==> src/rtl/dmem_pkg.sv <==
// Shared types and sizes for the data-memory arbiter slice.
package dmem_pkg;

   localparam int DMEM_DW = 16;
   localparam int DMEM_AW = 5;
   localparam int DMEM_CW = 4;   // starvation counter width

   // Which requester, if any, owns the read data returning this cycle
   typedef enum logic [1:0] {
      OWN_NONE = 2'd0,
      OWN_CPU  = 2'd1,
      OWN_DMA  = 2'd2
   } owner_t;

   // Which requester wins when both ask in the same cycle
   typedef enum logic {
      CPU_PRI = 1'b0,
      DMA_PRI = 1'b1
   } pri_t;

endpackage

==> src/rtl/dmem_arbiter_if.sv <==
// Bus bundle between the two requesters, the arbiter and the memory.
//
// Handshake: a requester raises *_req together with *_we/*_addr/*_wdata and
// keeps all four stable until it sees *_gnt high in the same cycle; the
// access is consumed in that grant cycle. A granted read returns *_rvalid
// exactly one cycle later with *_rdata. mem_dout is valid the cycle after
// mem_addr was presented.
interface dmem_arbiter_if
   import dmem_pkg::*;
   ();

   logic               cpu_req;
   logic               cpu_we;
   logic [DMEM_AW-1:0] cpu_addr;
   logic [DMEM_DW-1:0] cpu_wdata;
   logic               cpu_gnt;
   logic               cpu_rvalid;
   logic [DMEM_DW-1:0] cpu_rdata;

   logic               dma_req;
   logic               dma_we;
   logic [DMEM_AW-1:0] dma_addr;
   logic [DMEM_DW-1:0] dma_wdata;
   logic               dma_gnt;
   logic               dma_rvalid;
   logic [DMEM_DW-1:0] dma_rdata;

   logic               mem_we;
   logic [DMEM_AW-1:0] mem_addr;
   logic [DMEM_DW-1:0] mem_di;
   logic [DMEM_DW-1:0] mem_dout;

   // Arbiter side
   modport slave (
      input  cpu_req, cpu_we, cpu_addr, cpu_wdata,
      output cpu_gnt, cpu_rvalid, cpu_rdata,
      input  dma_req, dma_we, dma_addr, dma_wdata,
      output dma_gnt, dma_rvalid, dma_rdata,
      output mem_we, mem_addr, mem_di,
      input  mem_dout
   );

   // Requester / memory side
   modport master (
      output cpu_req, cpu_we, cpu_addr, cpu_wdata,
      input  cpu_gnt, cpu_rvalid, cpu_rdata,
      output dma_req, dma_we, dma_addr, dma_wdata,
      input  dma_gnt, dma_rvalid, dma_rdata,
      input  mem_we, mem_addr, mem_di,
      output mem_dout
   );

endinterface

==> src/rtl/dmem_starve_cnt.sv <==
// DMA starvation counter: counts consecutive denied DMA cycles and flips
// priority to the DMA port once the count reaches MAX_WAIT.
module dmem_starve_cnt
   import dmem_pkg::*;
#(
   parameter int MAX_WAIT = 4
) (
   input  logic               clk,
   input  logic               rst_n,
   input  logic               dma_req_i,
   input  logic               dma_gnt_i,
   output logic [DMEM_CW-1:0] wait_cnt_o,
   output pri_t               pri_o
);

   localparam logic [DMEM_CW-1:0] MAX_WAIT_C = DMEM_CW'(MAX_WAIT);
   localparam logic [DMEM_CW-1:0] CNT_SAT    = '1;

   logic [DMEM_CW-1:0] wait_cnt_q, wait_cnt_d;
   pri_t               pri_q, pri_d;

   // Next count and priority; a DMA grant clears both back to CPU default
   always_comb begin
      wait_cnt_d = wait_cnt_q;
      pri_d      = pri_q;
      if (dma_gnt_i) begin
         wait_cnt_d = '0;
      end else if (dma_req_i && (wait_cnt_q != CNT_SAT)) begin
         wait_cnt_d = wait_cnt_q + 1'b1;
      end
      if (dma_gnt_i) begin
         pri_d = CPU_PRI;
      end else if (wait_cnt_d >= MAX_WAIT_C) begin
         pri_d = DMA_PRI;
      end
   end

   // State register
   always_ff @(posedge clk) begin
      if (!rst_n) begin
         wait_cnt_q <= '0;
         pri_q      <= CPU_PRI;
      end else begin
         wait_cnt_q <= wait_cnt_d;
         pri_q      <= pri_d;
      end
   end

   assign wait_cnt_o = wait_cnt_q;
   assign pri_o      = pri_q;

endmodule

==> src/rtl/dmem_arbiter.sv <==
// Two-requester arbiter (CPU, DMA) for a single-port synchronous data memory.
// CPU wins by default; the starvation counter hands priority to DMA after
// MAX_WAIT denied cycles. Read data is steered back by a one-cycle owner tag.
module dmem_arbiter
   import dmem_pkg::*;
#(
   parameter int MAX_WAIT = 4
) (
   input  logic               clk,
   input  logic               rst_n,
   dmem_arbiter_if.slave      bus,
   output logic [DMEM_CW-1:0] dbg_wait_cnt_o,
   output pri_t               dbg_pri_o,
   output owner_t             dbg_rd_owner_o
);

   logic               cpu_gnt;
   logic               dma_gnt;
   pri_t               pri;
   logic [DMEM_CW-1:0] wait_cnt;
   owner_t             rd_owner_q, rd_owner_d;

   dmem_starve_cnt #(
      .MAX_WAIT (MAX_WAIT)
   ) u_starve_cnt (
      .clk        (clk),
      .rst_n      (rst_n),
      .dma_req_i  (bus.dma_req),
      .dma_gnt_i  (dma_gnt),
      .wait_cnt_o (wait_cnt),
      .pri_o      (pri)
   );

   // Grant selection; everything is held off while reset is asserted
   always_comb begin
      cpu_gnt = 1'b0;
      dma_gnt = 1'b0;
      if (rst_n) begin
         if (pri == DMA_PRI) begin
            dma_gnt = bus.dma_req;
            cpu_gnt = bus.cpu_req & ~bus.dma_req;
         end else begin
            cpu_gnt = bus.cpu_req;
            dma_gnt = bus.dma_req & ~bus.cpu_req;
         end
      end
   end

   // Memory port mux: CPU inputs are the idle default
   always_comb begin
      bus.mem_addr = bus.cpu_addr;
      bus.mem_di   = bus.cpu_wdata;
      bus.mem_we   = bus.cpu_we & cpu_gnt;
      if (dma_gnt) begin
         bus.mem_addr = bus.dma_addr;
         bus.mem_di   = bus.dma_wdata;
         bus.mem_we   = bus.dma_we;
      end
   end

   // Tag the owner of a read granted this cycle
   always_comb begin
      rd_owner_d = OWN_NONE;
      if (cpu_gnt && !bus.cpu_we) begin
         rd_owner_d = OWN_CPU;
      end else if (dma_gnt && !bus.dma_we) begin
         rd_owner_d = OWN_DMA;
      end
   end

   // Owner register; reset drops any read still in flight
   always_ff @(posedge clk) begin
      if (!rst_n) begin
         rd_owner_q <= OWN_NONE;
      end else begin
         rd_owner_q <= rd_owner_d;
      end
   end

   assign bus.cpu_gnt    = cpu_gnt;
   assign bus.dma_gnt    = dma_gnt;
   assign bus.cpu_rvalid = (rd_owner_q == OWN_CPU);
   assign bus.dma_rvalid = (rd_owner_q == OWN_DMA);
   assign bus.cpu_rdata  = bus.mem_dout;
   assign bus.dma_rdata  = bus.mem_dout;

   assign dbg_wait_cnt_o = wait_cnt;
   assign dbg_pri_o      = pri;
   assign dbg_rd_owner_o = rd_owner_q;

endmodule

==> src/flat_wrapper.sv <==
// flat-port wrapper written by rule: the top's interface ports become plain ports
module dmem_arbiter_flat import dmem_pkg::*;
#(
   parameter int MAX_WAIT = 4
)
  (clk, rst_n, dbg_wait_cnt_o, dbg_pri_o, dbg_rd_owner_o, bus_cpu_req, bus_cpu_we, bus_cpu_addr, bus_cpu_wdata, bus_cpu_gnt, bus_cpu_rvalid, bus_cpu_rdata, bus_dma_req, bus_dma_we, bus_dma_addr, bus_dma_wdata, bus_dma_gnt, bus_dma_rvalid, bus_dma_rdata, bus_mem_we, bus_mem_addr, bus_mem_di, bus_mem_dout);
  dmem_arbiter_if bus_i ();
  input  logic clk;
  input  logic rst_n;
  output logic [DMEM_CW-1:0] dbg_wait_cnt_o;
  output pri_t dbg_pri_o;
  output owner_t dbg_rd_owner_o;
  input wire logic [$bits(bus_i.cpu_req)-1:0] bus_cpu_req;
  input wire logic [$bits(bus_i.cpu_we)-1:0] bus_cpu_we;
  input wire logic [$bits(bus_i.cpu_addr)-1:0] bus_cpu_addr;
  input wire logic [$bits(bus_i.cpu_wdata)-1:0] bus_cpu_wdata;
  output wire logic [$bits(bus_i.cpu_gnt)-1:0] bus_cpu_gnt;
  output wire logic [$bits(bus_i.cpu_rvalid)-1:0] bus_cpu_rvalid;
  output wire logic [$bits(bus_i.cpu_rdata)-1:0] bus_cpu_rdata;
  input wire logic [$bits(bus_i.dma_req)-1:0] bus_dma_req;
  input wire logic [$bits(bus_i.dma_we)-1:0] bus_dma_we;
  input wire logic [$bits(bus_i.dma_addr)-1:0] bus_dma_addr;
  input wire logic [$bits(bus_i.dma_wdata)-1:0] bus_dma_wdata;
  output wire logic [$bits(bus_i.dma_gnt)-1:0] bus_dma_gnt;
  output wire logic [$bits(bus_i.dma_rvalid)-1:0] bus_dma_rvalid;
  output wire logic [$bits(bus_i.dma_rdata)-1:0] bus_dma_rdata;
  output wire logic [$bits(bus_i.mem_we)-1:0] bus_mem_we;
  output wire logic [$bits(bus_i.mem_addr)-1:0] bus_mem_addr;
  output wire logic [$bits(bus_i.mem_di)-1:0] bus_mem_di;
  input wire logic [$bits(bus_i.mem_dout)-1:0] bus_mem_dout;
  assign bus_i.cpu_req = bus_cpu_req;
  assign bus_i.cpu_we = bus_cpu_we;
  assign bus_i.cpu_addr = bus_cpu_addr;
  assign bus_i.cpu_wdata = bus_cpu_wdata;
  assign bus_cpu_gnt = bus_i.cpu_gnt;
  assign bus_cpu_rvalid = bus_i.cpu_rvalid;
  assign bus_cpu_rdata = bus_i.cpu_rdata;
  assign bus_i.dma_req = bus_dma_req;
  assign bus_i.dma_we = bus_dma_we;
  assign bus_i.dma_addr = bus_dma_addr;
  assign bus_i.dma_wdata = bus_dma_wdata;
  assign bus_dma_gnt = bus_i.dma_gnt;
  assign bus_dma_rvalid = bus_i.dma_rvalid;
  assign bus_dma_rdata = bus_i.dma_rdata;
  assign bus_mem_we = bus_i.mem_we;
  assign bus_mem_addr = bus_i.mem_addr;
  assign bus_mem_di = bus_i.mem_di;
  assign bus_i.mem_dout = bus_mem_dout;
  dmem_arbiter #(.MAX_WAIT(MAX_WAIT)) u_core (.clk(clk), .rst_n(rst_n), .bus(bus_i), .dbg_wait_cnt_o(dbg_wait_cnt_o), .dbg_pri_o(dbg_pri_o), .dbg_rd_owner_o(dbg_rd_owner_o));
endmodule
==> config.mk <==
export PLATFORM = sky130hd
export DESIGN_NAME = dmem_arbiter_flat
export DESIGN_NICKNAME = d
export VERILOG_FILES = /design/src/rtl/dmem_pkg.sv /design/src/rtl/dmem_arbiter_if.sv /design/src/rtl/dmem_starve_cnt.sv /design/src/rtl/dmem_arbiter.sv /design/src/flat_wrapper.sv
export SDC_FILE = /design/constraint.sdc
export NUM_CORES = 1
export LEC_CHECK = 0
export CAP_MARGIN = 0
export CORE_MARGIN = 3
export CORE_UTILIZATION = 23
export DETAILED_ROUTE_END_ITERATION = 8
export PLACE_DENSITY = 0.81
export SLEW_MARGIN = 30
export SYNTH_ARGS = -nofsm -noshare
export SYNTH_HDL_FRONTEND = slang
export SYNTH_SLANG_ARGS = --single-unit
==> constraint.sdc <==
create_clock -name clk -period 1.5 [get_ports clk]
set_input_delay 0.225 -clock clk [delete_from_list [all_inputs] [get_ports clk]]
set_output_delay 0.225 -clock clk [all_outputs]
set_load 0.005 [all_outputs]
==> summary.md <==
| Metric | Value |
|---|---|
| Unrepaired setup endpoints after global routing | yes |
| Starting Density | ~25% |
| Worst Hold Endpoint | bus_dma_rdata[3] |
| ANT nets after route | 0 |
| Area of the multi-input gates | around 530 sq um |
| Status | finished with violations |
| CTS max path bufs | 2 |
| Most common cell after layout, fill and taps aside | clkdlybuf4s50_1 |
| Row count | 21 |
| Reg2reg end | u_core.u_starve_cnt.wait_cnt_o[0] |
| Clk slew on worst S/H paths | about 0.040 ns |
| Syn avg cell area | 9.05 sq um |
| Commonest cells after routing, fill and taps aside | clkdlybuf4s50_1 (53), buf_6 (22), mux2_4 (21) |
| Final Power | 0.845 mW |
| Main area contributors after synthesis | buf_4 (28%), mux2_2 (25%), dfxtp_1 (16%) |
| DRC violations left | 0 |
| I/O pin count | between 100 and 150 |
| First-pass GRT wire length | 4040 um |
| GPL Wtd Cong | 0.711 |
| Final setup viols | 23 |
| # diodes | 0 |
| Hold path start | bus_mem_dout[3] |
| Post-DP HPWL | 2080 um |
| Core Box Area | 3440 sq um |
| Die extent in y | 66.8 um |
| Unique masters post-synth | 27 |
| Largest net degree at the start of global routing | 9 |
| Vias | 858 |
| DP Worst Slack | -0.757 ns |
| CTS tree | built |
| FF-to-FF path depth | 4 |
| Maximum vdd drop | ~0.20 mV |
| Root buf cell | clkbuf_8 |
| Post-layout worst setup margin | -0.234 ns |
| Least-Margin Pin Slew | approximately 0.5 ns |
| Insertion delay to the later sink of the worst-skew pair | 0.22 ns |
| CTS sink count | 7 |
| Seq. cell area | 141 sq um |
| Crit-path max FO | 8 |
| Fmax | roughly 0.58 GHz |
| Layout area overhead | 101% |
| Crit end category | output pin |
| Drt via density | 4.27 |
| DR iter-0 viols | 27 |
| Yosys reg bits | 7 |
| CTS HTree Levels | 1 |
| Register area share after synthesis | about 16% |
| Critical Path AT | 1.51 ns |
| Vias in the first global route | 929 |
| Pleak | 0.745 nW |
| Hold crit path type | in2out |
| DIE AREA | 4460 sq um |
| Critical path class | reg2out |
| Final hold violations | 0 |
| Worst hold stages | 0 |
| Chip Width | 66.8 um |
| Grt total ovfl | 0 |
| Final Max Tran Viols | 0 |
| Min Tclk post-route | 1.73 ns |
| Power per cell area | 494 nW/um^2 |
| Hold_buf cts | 0 |
| Avg WL per Cell | 13.4 um |
| Synth Warn # | 0 |
| Final WL | ~2700 um |
| Failing checks | setup timing |
| Total track usage | 11.5% |
| Drt pass-1 iters | 2 |
| Crit share post-route | 116% |
| Nets@finish | 221 |
| Final core area utilization | 49.7% |
| Synth Instances | 94 |
| Startpoint types | register |
| Slew HR | between 60 and 70% |
| Worst r2r src | u_core.u_starve_cnt.wait_cnt_o[0] |
| Max-cap violation count | 0 |
| Share of the synthesized area in the top cell type | 28.2% |
| Total CTS buffers | 3 |
| Setup total negative slack | -4.69 ns |
| Initial antenna violation count | 0 |
| Synth Net Count | around 160 |
| Syn Std Cell Area | 851 sq um |
| Largest area contributor in the netlist | buf_4 |
| I/O Buffers | 80 |
| Fill cells | 317 |
| Worst R2R Setup Slack | 0.17 ns |
| Worst clock skew | between 0.005 and 0.006 ns |
| Critical Path RT | between 1 and 1.5 ns |
| Proportion of layout cells with a drive suffix above 1 | 41.3% |
## kinds of logic after synthesis
group           after synthesis  share of synthesized area, %
buf+inv                      37                          32.2
mux                          22                          29.1
simple gates                 16                          12.8
compound gates               11                          7.94
flops                         7                          16.5
fa+ha+maj                     1                          1.47
## state kept, by name, indices dropped and copies added (netlist names)
name	cells
u_core.dbg_rd_owner_o	2
u_core.u_starve_cnt.pri_o	1
u_core.u_starve_cnt.wait_cnt_o	4
## worst max-delay path by stage
stage                                   start              end  slack, ns
floorplan           u_core.u_starve_cnt.pri_o   bus_mem_di[10]       0.07
global placement                        rst_n   bus_mem_di[10]      -0.75
detailed placement                      rst_n    bus_mem_di[8]      -0.76
CTS                 u_core.u_starve_cnt.pri_o  bus_mem_addr[3]      -0.28
global route        u_core.u_starve_cnt.pri_o  bus_mem_addr[3]      -0.30
finish              u_core.u_starve_cnt.pri_o  bus_mem_addr[3]      -0.23
## layout make-up
type | instances | area share, %
well taps | 46 | 3.37
inverters | 3 | 0.659
flip-flops and latches | 7 | 8.27
multi-input cells | 50 | 31.1
repair buffers | 91 | 54.0
clock buffers | 4 | 2.64
## per-stage QoR
stage / hold slack, ns / instances / cell area [sq um]
finish: 0.450 / 201 / 1710
global route: 0.450 / 201 / 1710
CTS: 0.450 / 203 / 1750
detailed placement: 0.450 / 195 / 1530
global placement: 0.450 / 195 / 1530
floorplan: 0.297 / 94 / 851
## synth_stat cells
master and number:
nand4_1 1, nor3_1 1, nand2_1 1, nand4b_1 1
nor2b_2 1, nor3_4 1, nand3b_1 1, a211oi_1 1
nor3b_1 1, and3_1 1, or3_1 1, mux2_2 19
nor4_1 1, a21oi_1 4, mux2_1 3, nor2_1 2
a21o_1 1, buf_4 32, o311ai_0 1, buf_6 2
ha_1 1, inv_2 1, o21ai_0 3, dfxtp_1 7
inv_1 2, a22o_1 1, nor2b_1 3
## where the power goes
part	internal [mW]	switching, mW
Combinational	0.282	0.103
Clock	0.184	0.0793
Sequential	0.192	0.00455
Total	0.658	0.187
## per-layer routing
layer  up-vias  share of wire [%]  GRT usage (%)
li1        420                  -              -
met1       379                 36           12.4
met2        47                 53           21.3
met3        12                9.3           2.36
met4         0                2.1           5.08
met5         -                  0              0
## repair_timing
action / in CTS / in global routing
hold endpoints to repair: 0 / 0
resized for setup: 145 / 1
pin swaps: 2 / 1
buffers inserted: 3 / 1
endpoints found under the setup margin: 24 / 23
gates cloned: 1 / 0
## critical path, cell delays in order (launching register included)
cell	delay, ns
dfxtp_2	0.35
nor2b_4	0.05
nor3_4	0.19
buf_6	0.14
buf_12	0.13
mux2_4	0.31
buf_6	0.12
No activity file was read; power rests on OpenSTA's default activity.
